[src/rtl/exec_ctrl.sv]
// exec_ctrl: sequences one 16-bit instruction at a time through
// register-file read, ALU execute and register-file write-back.
//
//  state | meaning
//  IDLE  | ready for an instruction; NOP/illegal retire here in one cycle
//  READ  | register-file read of AA/BA in flight
//  EXEC  | operands valid; result and flags registered
//  WB    | single-cycle write of result to DA, done pulses
module exec_ctrl #(
  parameter bit LDI_SEXT = 1'b0
) (
  input  logic        clk,
  input  logic        rst,
  input  logic [15:0] instr,
  input  logic        instr_valid,
  output logic        instr_ready,
  input  logic [15:0] rf_a,
  input  logic [15:0] rf_b,
  output logic [15:0] rf_d,
  output logic [3:0]  rf_da,
  output logic [3:0]  rf_aa,
  output logic [3:0]  rf_ba,
  output logic [1:0]  rf_rw,
  output logic        rf_en,
  output logic        done,
  output logic        illegal,
  output logic        zf,
  output logic        cf
);

  typedef enum logic [1:0] {IDLE, READ, EXEC, WB} state_t;

  localparam logic [1:0] RW_IDLE  = 2'b00;
  localparam logic [1:0] RW_READ  = 2'b10;
  localparam logic [1:0] RW_WRITE = 2'b01;

  state_t      state;
  logic [3:0]  op_q;
  logic [3:0]  da_q;
  logic [15:0] alu_res;
  logic        alu_c;
  logic [16:0] wide;
  logic [15:0] ldi_val;

  assign ldi_val = LDI_SEXT ? {{8{instr[7]}}, instr[7:0]} : {8'h00, instr[7:0]};

  // ALU on the latched opcode; operands come straight from the register file in EXEC
  always_comb begin
    alu_res = rf_a;
    alu_c   = 1'b0;
    wide    = 17'd0;
    case (op_q)
      4'h1: alu_res = rf_a;
      4'h2: begin
        wide    = {1'b0, rf_a} + {1'b0, rf_b};
        alu_res = wide[15:0];
        alu_c   = wide[16];
      end
      4'h3: begin
        wide    = {1'b0, rf_a} - {1'b0, rf_b};
        alu_res = wide[15:0];
        alu_c   = wide[16];
      end
      4'h4: alu_res = rf_a & rf_b;
      4'h5: alu_res = rf_a | rf_b;
      4'h6: alu_res = rf_a ^ rf_b;
      4'h7: alu_res = ~rf_a;
      4'h8: begin
        alu_res = {rf_a[14:0], 1'b0};
        alu_c   = rf_a[15];
      end
      4'h9: begin
        alu_res = {1'b0, rf_a[15:1]};
        alu_c   = rf_a[0];
      end
      default: begin
        alu_res = rf_a;
        alu_c   = 1'b0;
      end
    endcase
  end

  // Control FSM with every output registered; done/illegal default low so they pulse
  always_ff @(posedge clk) begin
    if (rst) begin
      state       <= IDLE;
      op_q        <= 4'h0;
      da_q        <= 4'h0;
      instr_ready <= 1'b1;
      rf_d        <= 16'h0000;
      rf_da       <= 4'h0;
      rf_aa       <= 4'h0;
      rf_ba       <= 4'h0;
      rf_rw       <= RW_IDLE;
      rf_en       <= 1'b0;
      done        <= 1'b0;
      illegal     <= 1'b0;
      zf          <= 1'b0;
      cf          <= 1'b0;
    end else begin
      done    <= 1'b0;
      illegal <= 1'b0;
      case (state)
        IDLE: begin
          rf_en <= 1'b0;
          rf_rw <= RW_IDLE;
          if (instr_valid) begin
            op_q <= instr[15:12];
            da_q <= instr[11:8];
            if (instr[15:12] == 4'h0) begin
              done <= 1'b1;
            end else if (instr[15:12] <= 4'h9) begin
              state       <= READ;
              instr_ready <= 1'b0;
              rf_aa       <= instr[7:4];
              rf_ba       <= instr[3:0];
              rf_rw       <= RW_READ;
              rf_en       <= 1'b1;
            end else if (instr[15:12] == 4'hA) begin
              state       <= WB;
              instr_ready <= 1'b0;
              rf_d        <= ldi_val;
              zf          <= (ldi_val == 16'h0000);
              cf          <= 1'b0;
              rf_da       <= instr[11:8];
              rf_rw       <= RW_WRITE;
              rf_en       <= 1'b1;
              done        <= 1'b1;
            end else begin
              illegal <= 1'b1;
            end
          end
        end
        READ: begin
          state <= EXEC;
          rf_en <= 1'b0;
          rf_rw <= RW_IDLE;
        end
        EXEC: begin
          state <= WB;
          rf_d  <= alu_res;
          zf    <= (alu_res == 16'h0000);
          cf    <= alu_c;
          rf_da <= da_q;
          rf_rw <= RW_WRITE;
          rf_en <= 1'b1;
          done  <= 1'b1;
        end
        WB: begin
          state       <= IDLE;
          instr_ready <= 1'b1;
          rf_rw       <= RW_IDLE;
          rf_en       <= 1'b0;
        end
        default: begin
          state       <= IDLE;
          instr_ready <= 1'b1;
          rf_rw       <= RW_IDLE;
          rf_en       <= 1'b0;
        end
      endcase
    end
  end

endmodule
[config.mk]
export PLATFORM = sky130hd
export DESIGN_NAME = exec_ctrl
export DESIGN_NICKNAME = d
export VERILOG_FILES = /design/src/rtl/exec_ctrl.sv
export SDC_FILE = /design/constraint.sdc
export NUM_CORES = 1
export LEC_CHECK = 0
export ABC_CLOCK_PERIOD_IN_PS = 4100
export CAP_MARGIN = 40
export CORE_MARGIN = 4
export CORE_UTILIZATION = 55
export CTS_BUF_LIST = sky130_fd_sc_hd__clkbuf_16
export DETAILED_ROUTE_END_ITERATION = 16
export HOLD_SLACK_MARGIN = 0.15
export PLACE_DENSITY_LB_ADDON = 0.1
export SKIP_CTS_REPAIR_TIMING = 1
export SLEW_MARGIN = 20
export SYNTH_ARGS = -nofsm -noshare
export SYNTH_HDL_FRONTEND = slang
export SYNTH_SLANG_ARGS = --single-unit
[constraint.sdc]
create_clock -name clk -period 4.1 [get_ports clk]
set_clock_uncertainty 0.1 [all_clocks]
set_input_delay 0.82 -clock clk [delete_from_list [all_inputs] [get_ports clk]]
set_output_delay 0.82 -clock clk [all_outputs]
set_load 0.05 [all_outputs]
### Yosys cells after proc, flatten, opt, wreduce, memory -nomap -nowiden

Cells that the tools add are included.

* memories: 0
* register bits after elaboration: 46
* logic and storage cells: 100
* memory bits (writable): 0
* ROM bits: 0
* latch bits: 0
* output and inout port bits: 36

* muxes and demuxes: 46
* reduce and logical (&&, ||, !) cells: 13
* div/mod/pow operators: 0
* magnitude comparators: 1
* shift-type cells: 0
* eq/ne operators: 17
* add/sub/neg operators: 2
* bitwise logic cells: 7
* multiply operators: 0

Operator list (count)
* one-hot mux 16 bit (8 select lines): 1
* 2-to-1 mux 16 bit: 4
* zero test 16 bit: 2
* one-hot mux 16 bit (2 select lines): 1
* 2-to-1 mux 1 bit: 20
* adder 16 x 16 -> 17 bit: 1
* subtractor 16 x 16 -> 17 bit: 1
* bitwise AND 16 bit: 1
* == test 4 x 3 -> 1 bit, second input constant: 4
* 2-to-1 mux 4 bit: 4
* NOT 16 bit: 1
* bitwise OR 16 bit: 1
* XOR 16 bit: 1
* 2-to-1 mux 2 bit: 7
* == test 4 bit, second input constant: 3
* == test 4 x 2 -> 1 bit, second input constant: 2
* != test 2 bit, second input constant: 4
* one-hot mux 1 bit (2 select lines): 4
* one-hot mux 2 bit (4 select lines): 1
* one-hot mux 4 bit (2 select lines): 1
* AND reduction 4 bit: 2
* one-hot mux 2 bit (3 select lines): 1
* AND reduction 5 bit: 1
* OR reduction 5 bit: 1
* other kinds (13): 17

### Logic depth before layout (Yosys ltp)

Gate-level depths: netlist of the first run.

* depth after elaboration: 6
* depth in mapped cells: 13

### Worst setup path before layout of the first run

OpenSTA, ideal clock, no wires.

* path type: input -> register
* from: input rf_a[0]
* to: register zf
* library setup time: 0.074 ns
* buffers on the path: 0
* setup slack: 0.841 ns
* stages on the path: 13
* arrival time: 3.085 ns
* cell sequence: inv_1 > ha_1 > inv_1 > fa_1 > nor2b_1 > o21ai_1 > a21oi_1 > o311ai_1 > o21a_1 > o31ai_1 > a2111oi_0 > nand4_1 > o21ai_0

* word-level cells in the longest chain between the ends: 4
* elaborated cells on any way between the ends: 9
* classes of those cells: add/sub (2); mux (2); bitwise (4); reduce/logical (1)

RTL lines
* start: declaration: line 17 `input logic [15:0] rf_a,`
* subtractor 16 x 16 -> 17 bit (tied with other cells): line 60 `wide = {1'b0, rf_a} - {1'b0, rf_b};`
* one-hot mux 16 bit (8 select lines) (*): line 52 `case (op_q)`
* zero test 16 bit (*): line 142 `zf <= (alu_res == 16'h0000);`
* one-hot mux 1 bit (2 select lines) (*): line 103 `case (state)`
* end signal: assignment: line 123 `zf <= (ldi_val == 16'h0000);`
* end signal: assignment: line 142
* end: declaration: line 27 `output logic zf,`

Mark *: on every way between the ends. The rest lies on a longest branch, timed or not.
A chain may end at the register's enable or synchronous reset.

### Final worst setup path of the first run

Same ends and word-level chain as after synthesis.

==> run_results.csv, run 1 <==
group,metric,value,unit
status,status,"finished clean",
critical_path,crit_path_end_kind,"register",
power,pwr-share-clk,16.9,%
clock_tree,cts.sinks,46,
power,power.density,376,nW/um2
floorplanning,rows,36,
floorplanning,coreArea,9770,um2
synthesis,avgSynthCellArea,7.25,um2
detailed_routing,drt_first_pass_iters,5,
synthesis,yosys_most_used_dff,"dfxtp_1",
synthesis,ys_top_cells_by_count,"nor2_1, a21oi_1, nand2_1, ha_1, inv_1",
sta,setup_violations,0,
detailed_routing,vias_per_cell,6.44,
sta,fin_crit,3.87,ns
power,peakVddDrop,296,uV
critical_path,crit_path_max_fanout,4,
power,sw_frac_of_total,46.6,%
placed_design,port_buffers,86,
synthesis,synth_largest_area_cell,"dfxtp_1",
synthesis,synth_edf_count,0,
cells_and_area,synthToLayoutAreaGrowth,26.5,%
clock_tree,cts_tree,"built",
synthesis,ys_types,87,
floorplanning,die_h,108,um
flow_run,cap_violations,0,
power,comb_power_share,61.5,%
critical_path,worstPathCellList,"clkdlybuf4s50_1, inv_1, ha_1, inv_1, fa_1, nor2b_1, o21ai_1, buf_4, a21oi_1, o311ai_2, o21a_1, o31ai_1, a2111oi_1, nand4_1, o21ai_0",
clock_tree,cts_root_buf,"clkbuf_16",
sta,fmax,0.259,GHz
power,p_leak,0.00285,uW
power,internal-power,1400,uW
clock_tree,clk_pin_slew_worst_paths,0.06,ns
sta,post-route-period-util,94.3,%
sta,worst_pin_slew,0.772,ns
critical_path,path_common_cell,"inv_1",
synthesis,synthesis.area,5500,um2
clock_tree,cts_htree_levels,2,
clock_tree,worstSkewPairLatency,0.28,ns
sta,rsz0062_at_grt,"false",
placed_design,place_inst,991,
cells_and_area,finalNonFillerCells,998,
detailed_routing,remaining_drc_errors,0,
synthesis,syn_inst,759,
detailed_routing,dr.first_iter.drc_count,733,
global_route,grt_use_total,34.5,%
synthesis,yosysWarnings,0,
global_route,grt_pass1_wl,31900,um
power,p_total,2620,uW
sta,holdWs,0.358,ns
critical_path,crit_path_max_incr_delay,0.48,ns
cells_and_area,layout.nets,973,
clock_tree,cts_buffers,5,
cells_and_area,drive_gt1_share,11.8,%
synthesis,yosysMostFrequentCell,"nor2_1",
placed_design,place_congestion,1.06,
synthesis,async_flop_share,0,%
clock_tree,clk_path_buf_depth,2,
worst_hold_path,hold_class,"reg2reg",
critical_path,cp.required,4.21,ns
sta,hold_viol,0,
global_route,grt_max_degree,48,
detailed_routing,ant_nets,0,
floorplanning,start_util,56.3,%
floorplanning,die_area,11700,um2
global_route,grt_pass1_vias,6089,
synthesis,synth_top_area_share,16.7,%
placed_design,hpwl,15600,um
synthesis,synth_seq_cells,46,
synthesis,synth.area.top_cells,"dfxtp_1, ha_1, a21oi_1",
sta,drv_slew,0,
critical_path,slowest_stage,"o311ai_2",
global_route,grt_overflow,0,
detailed_routing,num_vias,6432,
cells_and_area,finalCoreUtilization,71.2,%
power,p_sw,1220,uW
synthesis,ys_seq_area_share,16.7,%
critical_path,crit_type,"in2reg",
cells_and_area,fillerInstances,786,
critical_path,critical_path.startpoint_type,"input port",
sta,slew_headroom,48.3,%
floorplanning,die_w,108,um
cells_and_area,diodes,0,
global_route,antenna_found_initial,0,
floorplanning,boundaryPins,87,
detailed_routing,wl_per_cell,20.4,um
detailed_routing,drt-total-wl,20400,um
critical_path,crit_arrival,3.98,ns
synthesis,syn_nets,867,
power,seqPwrFrac,21.6,%
per-layer routing:
metal / part of all wire [%] / global-route usage, % / up-vias
met5: 0 / 0 / -
met4: 3.9 / 13.5 / 0
met3: 10 / 5.79 / 66
met2: 44 / 53.9 / 408
met1: 41 / 47.5 / 2993
li1: - / - / 2965
through the flow:
step / setup TNS, ns / worst slack, ns / instance area (um2)
after global placement: -0.0173 / -0.0173 / 6770
after floorplan: 0 / 0.841 / 5500
after detailed placement: -0.0485 / -0.0485 / 6780
after CTS: 0 / 0.240 / 6940
final: 0 / 0.232 / 6960
after global routing: 0 / 0.0324 / 6960
power by group through the flow:
stage | logic, uW | registers (uW) | clock network, uW
after floorplan | 886 | 710 | 0
after global placement | 1530 | 569 | 0
after detailed placement | 1560 | 575 | 0
after CTS | 1570 | 565 | 446
after global routing | 1720 | 574 | 467
final | 1610 | 567 | 443
worst paths after layout:
check | start | endpoint | slack (ns) | depth (start not counted)
max | rf_a[0] | zf | 0.23 | 15
min | rf_d[13] | rf_d[13] | 0.36 | 2
max reg2reg | op_q[0] | zf | 0.97 | 9
min reg2reg | rf_d[13] | rf_d[13] | 0.36 | 2
cell usage in the layout (no fill, tap or decap), drive strengths merged, types with 6 or more instances in the layout:
cell type and n:
nand2b 13, ha 55, o31ai 6, buf 64
nor3 29, a21oi 69, o211ai 6, nor3b 7
o21ai 30, clkdlybuf4s50 86, or3 8, dfxtp 46
xnor2 8, o22ai 9, nand2 60, a31oi 11
mux2i 30, o21a 8, nand3 19, nor2 90
inv 54, nor2b 18, a21o 9, a211oi 24
sequential cells by signal, indices dropped and copies added (netlist names):
name         count
cf               1
da_q             4
done             1
illegal          1
instr_ready      1
op_q             4
rf_aa            4
rf_ba            4
rf_d            16
rf_da            4
rf_en            1
rf_rw            2
state            2
zf               1
critical path, delay by kind of cell:
kind,cells,cell delay (ns)
buffers and inverters,4,0.76
AOI/OAI and AO/OA,7,1.50
adders and majority gates,2,0.58
and+or+nand+nor,2,0.31
cell type report:
class,count,area [um2],share of cell area [%]
Multi-Input combinational cell,608,4160,59.8
Tap cell,133,166,2.39
Inverter,54,203,2.91
Clock buffer,5,125,1.80
Sequential cell,46,922,13.3
Timing Repair Buffer,150,1350,19.3
Clock inverter,2,33.8,0.486
kinds of logic after synthesis:
group,after synthesis,synth area share [%]
muxes,36,7.10
buffers and inverters,105,7.96
DFF,46,16.7
adders and majority gates,57,13.2
AOI/OAI and AO/OA,234,29.1
xor gates and xnor gates,9,1.43
and+or+nand+nor,272,24.4
Note: power is estimated with default switching activity, not from simulation.
==> run 2: changes to the inputs <==
- CAP_MARGIN: 40 -> 20
==> run 2 against run 1 <==
Worst setup slack improved by 0.014 ns. Final cell count unchanged. Critical path depth decreased by 2. Sequential power about the same. Utilization decreased by 0.12 points. Total power increased by 0.43%. Register-to-register slack got worse by 0.14 ns. Clock-buffer cell count unchanged. Critical path type unchanged.
==> run_results.csv, run 2 (same netlist as run 1, synthesis figures left out) <==
group,metric,value,unit
floorplanning,boundaryPins,87,
sta,worst_slack,0.246,ns
floorplanning,die_area,11700,um2
detailed_routing,dr.first_iter.drc_count,695,
cells_and_area,layout_commonest_cell,"nor2_1",
clock_tree,cts_buffers,5,
status,status,"finished clean",
cells_and_area,drive_gt1_share,11.6,%
critical_path,r2r_slack,0.83,ns
critical_path,rr_endpoint,"zf",
cells_and_area,multiInputGateArea,4150,um2
clock_tree,worstSkewPairLatency,0.29,ns
global_route,antenna_found_initial,0,
power,p_total,2630,uW
critical_path,setup.worst_path.end,"zf",
global_route,grt_pass1_vias,6071,
sta,fmax,0.259,GHz
cells_and_area,finalInstanceArea,6950,um2
critical_path,crit_path_max_fanout,3,
placed_design,place_congestion,1.06,
clock_tree,cts_root_buf,"clkbuf_16",
cells_and_area,finalCoreUtilization,71.1,%
sta,setup_violations,0,
placed_design,post-place-ws,-0.0618,ns
critical_path,crit_type,"in2reg",
detailed_routing,drt-total-wl,20400,um
sta,post-route-period-util,94.0,%
clock_tree,cts_htree_levels,2,
critical_path,crit_path_end_kind,"register",
critical_path,crit_arrival,3.91,ns
placed_design,detailed_place.area,6770,um2
sta,hold_viol,0,
critical_path,critical_path.startpoint_type,"input port",
cells_and_area,largest_reg_flops,16,
sta,rsz0062_at_grt,"false",
sta,worst_pin_slew,1.10,ns
detailed_routing,num_vias,6357,
sta,setup_tns,0,ns
clock_tree,cts.sinks,46,
critical_path,r2r_cells,10,
clock_tree,clk_pin_slew_worst_paths,0.06,ns
clock_tree,clk_path_buf_depth,2,
cells_and_area,layout_common_cells,"nor2_1, clkdlybuf4s50_1, a21oi_1",
sta,fin_crit,3.85,ns
floorplanning,die_h,108,um
detailed_routing,drt_first_pass_iters,7,
global_route,grt_max_degree,48,
detailed_routing,vias_per_cell,6.37,
cells_and_area,diodes,0,
critical_path,r2r-start,"op_q[2]",
worst_hold_path,hp-start,"rf_d[13]",
placed_design,hpwl,15600,um
floorplanning,die_w,108,um
flow_run,cap_violations,0,
floorplanning,start_util,56.3,%
power,peakVddDrop,356,uV
placed_design,port_buffers,86,
detailed_routing,ant_nets,0,
cells_and_area,fillerInstances,795,
sta,drv_slew,0,
worst_hold_path,hold_class,"reg2reg",
power,power.density,379,nW/um2
clock_tree,cts_tree,"built",
cells_and_area,synthToLayoutAreaGrowth,26.3,%
cells_and_area,layout.nets,972,
cells_and_area,top_register,"rf_d",
floorplanning,coreArea,9770,um2
critical_path,cp.required,4.16,ns
detailed_routing,wl_per_cell,20.4,um
floorplanning,rows,36,
power,p_leak,0.00285,uW
global_route,grt_use_total,34.7,%
global_route,grt_pass1_wl,32000,um
critical_path,critPathLaunch,"rf_a[0]",
sta,slew_headroom,26.8,%
detailed_routing,remaining_drc_errors,0,
global_route,grt_overflow,0,
cells_and_area,ff_latch_area,922,um2
==> run 2: cell count changes in the layout (fill, tap and decap cells not counted), sizes merged <==
cell	previous run	this run
buf	64	63
clkinv	1	0
clkinvlp	0	1
inv	54	55
==> run 2: where the power goes <==
group          internal (uW)  switching, uW  leakage, uW
registers                515           52.4     0.000375
clock network            285            170    0.0000812
logic                    597           1010      0.00240
==> run 2: cell type report <==
type | instances | area share (%)
clock inverters | 3 | 0.594
multi-input cells | 608 | 59.8
repair buffers | 149 | 19.2
clock buffers | 5 | 1.80
well taps | 133 | 2.40
flip-flops and latches | 46 | 13.3
inverters | 54 | 2.92
==> run 2: how the worst min path moves through the flow <==
| stage | depth (start not counted) | slack [ns] | to |
|---|---|---|---|
| floorplan | 2 | 0.34 | da_q[0] |
| global placement | 2 | 0.34 | rf_d[12] |
| detailed placement | 2 | 0.35 | rf_d[13] |
| CTS | 2 | 0.36 | rf_d[13] |
| global route | 2 | 0.37 | rf_d[13] |
| finish | 2 | 0.36 | rf_d[13] |
==> run 2: critical path: stages <==
cell             delay, ns
clkdlybuf4s50_1       0.51
ha_1                  0.21
inv_1                 0.08
fa_1                  0.41
nand2b_1              0.18
a211oi_1              0.28
o21ai_0               0.15
o211ai_1              0.37
a41oi_1               0.22
o31ai_1               0.36
a2111oi_1             0.14
nand4_1               0.11
o21ai_0               0.07
==> run 2: stage by stage <==
step                      instances  hold slack, ns
after floorplan                 759           0.336
after global placement          990           0.342
after detailed placement        990           0.346
after CTS                       998           0.355
after global routing            998           0.370
final                           998           0.355
==> run 2: per-layer routing <==
layer | vias up | wire (um) | global-route usage (%)
li1 | 2955 | - | -
met1 | 2922 | 8600 | 47.6
met2 | 405 | 8880 | 54.4
met3 | 75 | 2190 | 6.63
met4 | 0 | 728 | 12.5
met5 | - | 0 | 0
==> run 3: changes to the inputs <==
- CTS_BUF_LIST: sky130_fd_sc_hd__clkbuf_16 -> sky130_fd_sc_hd__clkbuf_8
==> run 3 against run 2 <==
Via count is 0.28% higher. Non-clock buffer count stayed put. Combinational power hardly changed. Critical path type unchanged. Largest power group unchanged. Clock-buffer cell count stayed put.
==> run_results.csv, run 3 (same netlist as run 1, synthesis figures left out) <==
group,metric,value,unit
critical_path,cp.required,4.18,ns
detailed_routing,drt-total-wl,20200,um
placed_design,place_congestion,1.06,
detailed_routing,vias_per_cell,6.39,
detailed_routing,wl_per_cell,20.3,um
flow_run,cap_violations,0,
power,pwr-share-clk,13.5,%
placed_design,place_inst,990,
cells_and_area,largest_reg_flops,16,
detailed_routing,num_vias,6375,
cells_and_area,fillerInstances,806,
floorplanning,boundaryPins,87,
critical_path,crit_path_max_incr_delay,0.54,ns
sta,slew_headroom,27.9,%
placed_design,port_buffers,86,
global_route,grt_overflow,0,
status,status,"finished clean",
detailed_routing,remaining_drc_errors,0,
sta,post-route-period-util,93.1,%
sta,rsz0062_at_grt,"false",
global_route,antenna_found_initial,0,
critical_path,crit_path_end_kind,"register",
critical_path,crit_arrival,3.89,ns
power,p_sw,1210,uW
critical_path,path_common_cell,"nor3b_1",
critical_path,crit_buf_inv,3,
clock_tree,worstSkewPairLatency,0.31,ns
sta,setup_violations,0,
global_route,grt_pass1_vias,6090,
critical_path,critical_path.startpoint_type,"input port",
cells_and_area,diodes,0,
global_route,grt_use_total,34.2,%
clock_tree,cts_tree,"built",
cells_and_area,top_register,"rf_d",
power,p_leak,0.00283,uW
detailed_routing,dr.first_iter.drc_count,657,
sta,worst_pin_slew,1.08,ns
sta,drv_slew,0,
placed_design,hpwl,15600,um
floorplanning,die_h,108,um
floorplanning,start_util,56.3,%
critical_path,crit_type,"in2reg",
sta,fin_crit,3.82,ns
cells_and_area,finalNonFillerCells,998,
global_route,grt_max_degree,48,
worst_hold_path,hold_class,"reg2reg",
detailed_routing,ant_nets,0,
power,peakVddDrop,320,uV
critical_path,slowest_stage,"ha_1",
floorplanning,rows,36,
power,comb_power_share,63.9,%
cells_and_area,finalInstanceArea,6890,um2
floorplanning,coreArea,9770,um2
power,seqPwrFrac,22.6,%
detailed_routing,drt_first_pass_iters,6,
cells_and_area,layout.nets,972,
clock_tree,cts_htree_levels,2,
clock_tree,cts_root_buf,"clkbuf_8",
cells_and_area,synthToLayoutAreaGrowth,25.3,%
floorplanning,die_w,108,um
power,sw_frac_of_total,48.5,%
critical_path,worstPathCellList,"clkdlybuf4s50_1, inv_1, ha_1, nor3b_1, nor3_2, buf_4, nand4b_1, a2111oi_0, a311o_1, o22ai_1, nor3b_1, nand4_1, o21ai_0",
power,power.density,363,nW/um2
cells_and_area,layout_commonest_cell,"nor2_1",
critical_path,crit_family,"simple AND/OR/NAND/NOR gates",
floorplanning,die_area,11700,um2
cells_and_area,drive_gt1_share,11.6,%
sta,hold_viol,0,
clock_tree,cts.sinks,46,
power,internal-power,1290,uW
clock_tree,clk_path_buf_depth,2,
clock_tree,clk_pin_slew_worst_paths,0.08,ns
critical_path,crit_path_max_fanout,12,
global_route,grt_pass1_wl,31800,um
sta,fmax,0.262,GHz
placed_design,detailed_place.area,6770,um2
cells_and_area,layout_common_cells,"nor2_1, clkdlybuf4s50_1, a21oi_1",
clock_tree,cts_buffers,5,
## run 3: cell counts in the layout (fill, tap and decap cells not counted)
No cell type changed its count.
## run 3: worst min-delay path, stage by stage (launching register included)
cell and delay, ns:
dfxtp_1 0.32, nand2_1 0.05, a21oi_1 0.05
## run 3: through the flow
stage,total power [uW],setup TNS (ns),worst slack [ns],util [%],hold WS [ns]
finish,2500,0,0.284,70.5,0.357
global route,2640,0,0.0252,70.5,0.374
CTS,2460,0,0.249,70.4,0.358
detailed placement,2130,-0.0618,-0.0618,69.3,0.346
global placement,2100,-0.0173,-0.0173,69.3,0.342
floorplan,1600,0,0.841,-,0.336
## run 3: worst paths after layout
check                 from       end  slack (ns)  depth (start not counted)
setup / recovery   rf_a[5]        zf        0.28                         13
hold / removal    rf_d[13]  rf_d[13]        0.36                          2
setup reg to reg   op_q[2]        zf        0.84                         10
hold reg to reg   rf_d[13]  rf_d[13]        0.36                          2
## run 3: area by class of cell
class	count	area [um2]	area share (%)
repair buffers	149	1330	19.4
inverters	54	203	2.94
multi-input cells	608	4150	60.3
flip-flops and latches	46	922	13.4
well taps	133	166	2.42
clock inverters	3	41.3	0.599
clock buffers	5	68.8	0.999
## run 3: power by group through the flow
stage | Sequential (uW) | Clock [uW] | Combinational (uW)
2_1_floorplan | 710 | 0 | 886
3_3_place_gp | 569 | 0 | 1530
3_5_place_dp | 574 | 0 | 1550
4_1_cts | 564 | 338 | 1560
5_1_grt | 573 | 361 | 1700
6_report | 565 | 337 | 1600
## run 3: per-layer routing
layer / GRT usage [%] / wire [um] / share of wire, %
met5: 0 / 0 / 0
met4: 12.8 / 662 / 3.3
met3: 6.63 / 2260 / 11
met2: 53.4 / 8840 / 44
met1: 46.9 / 8450 / 42
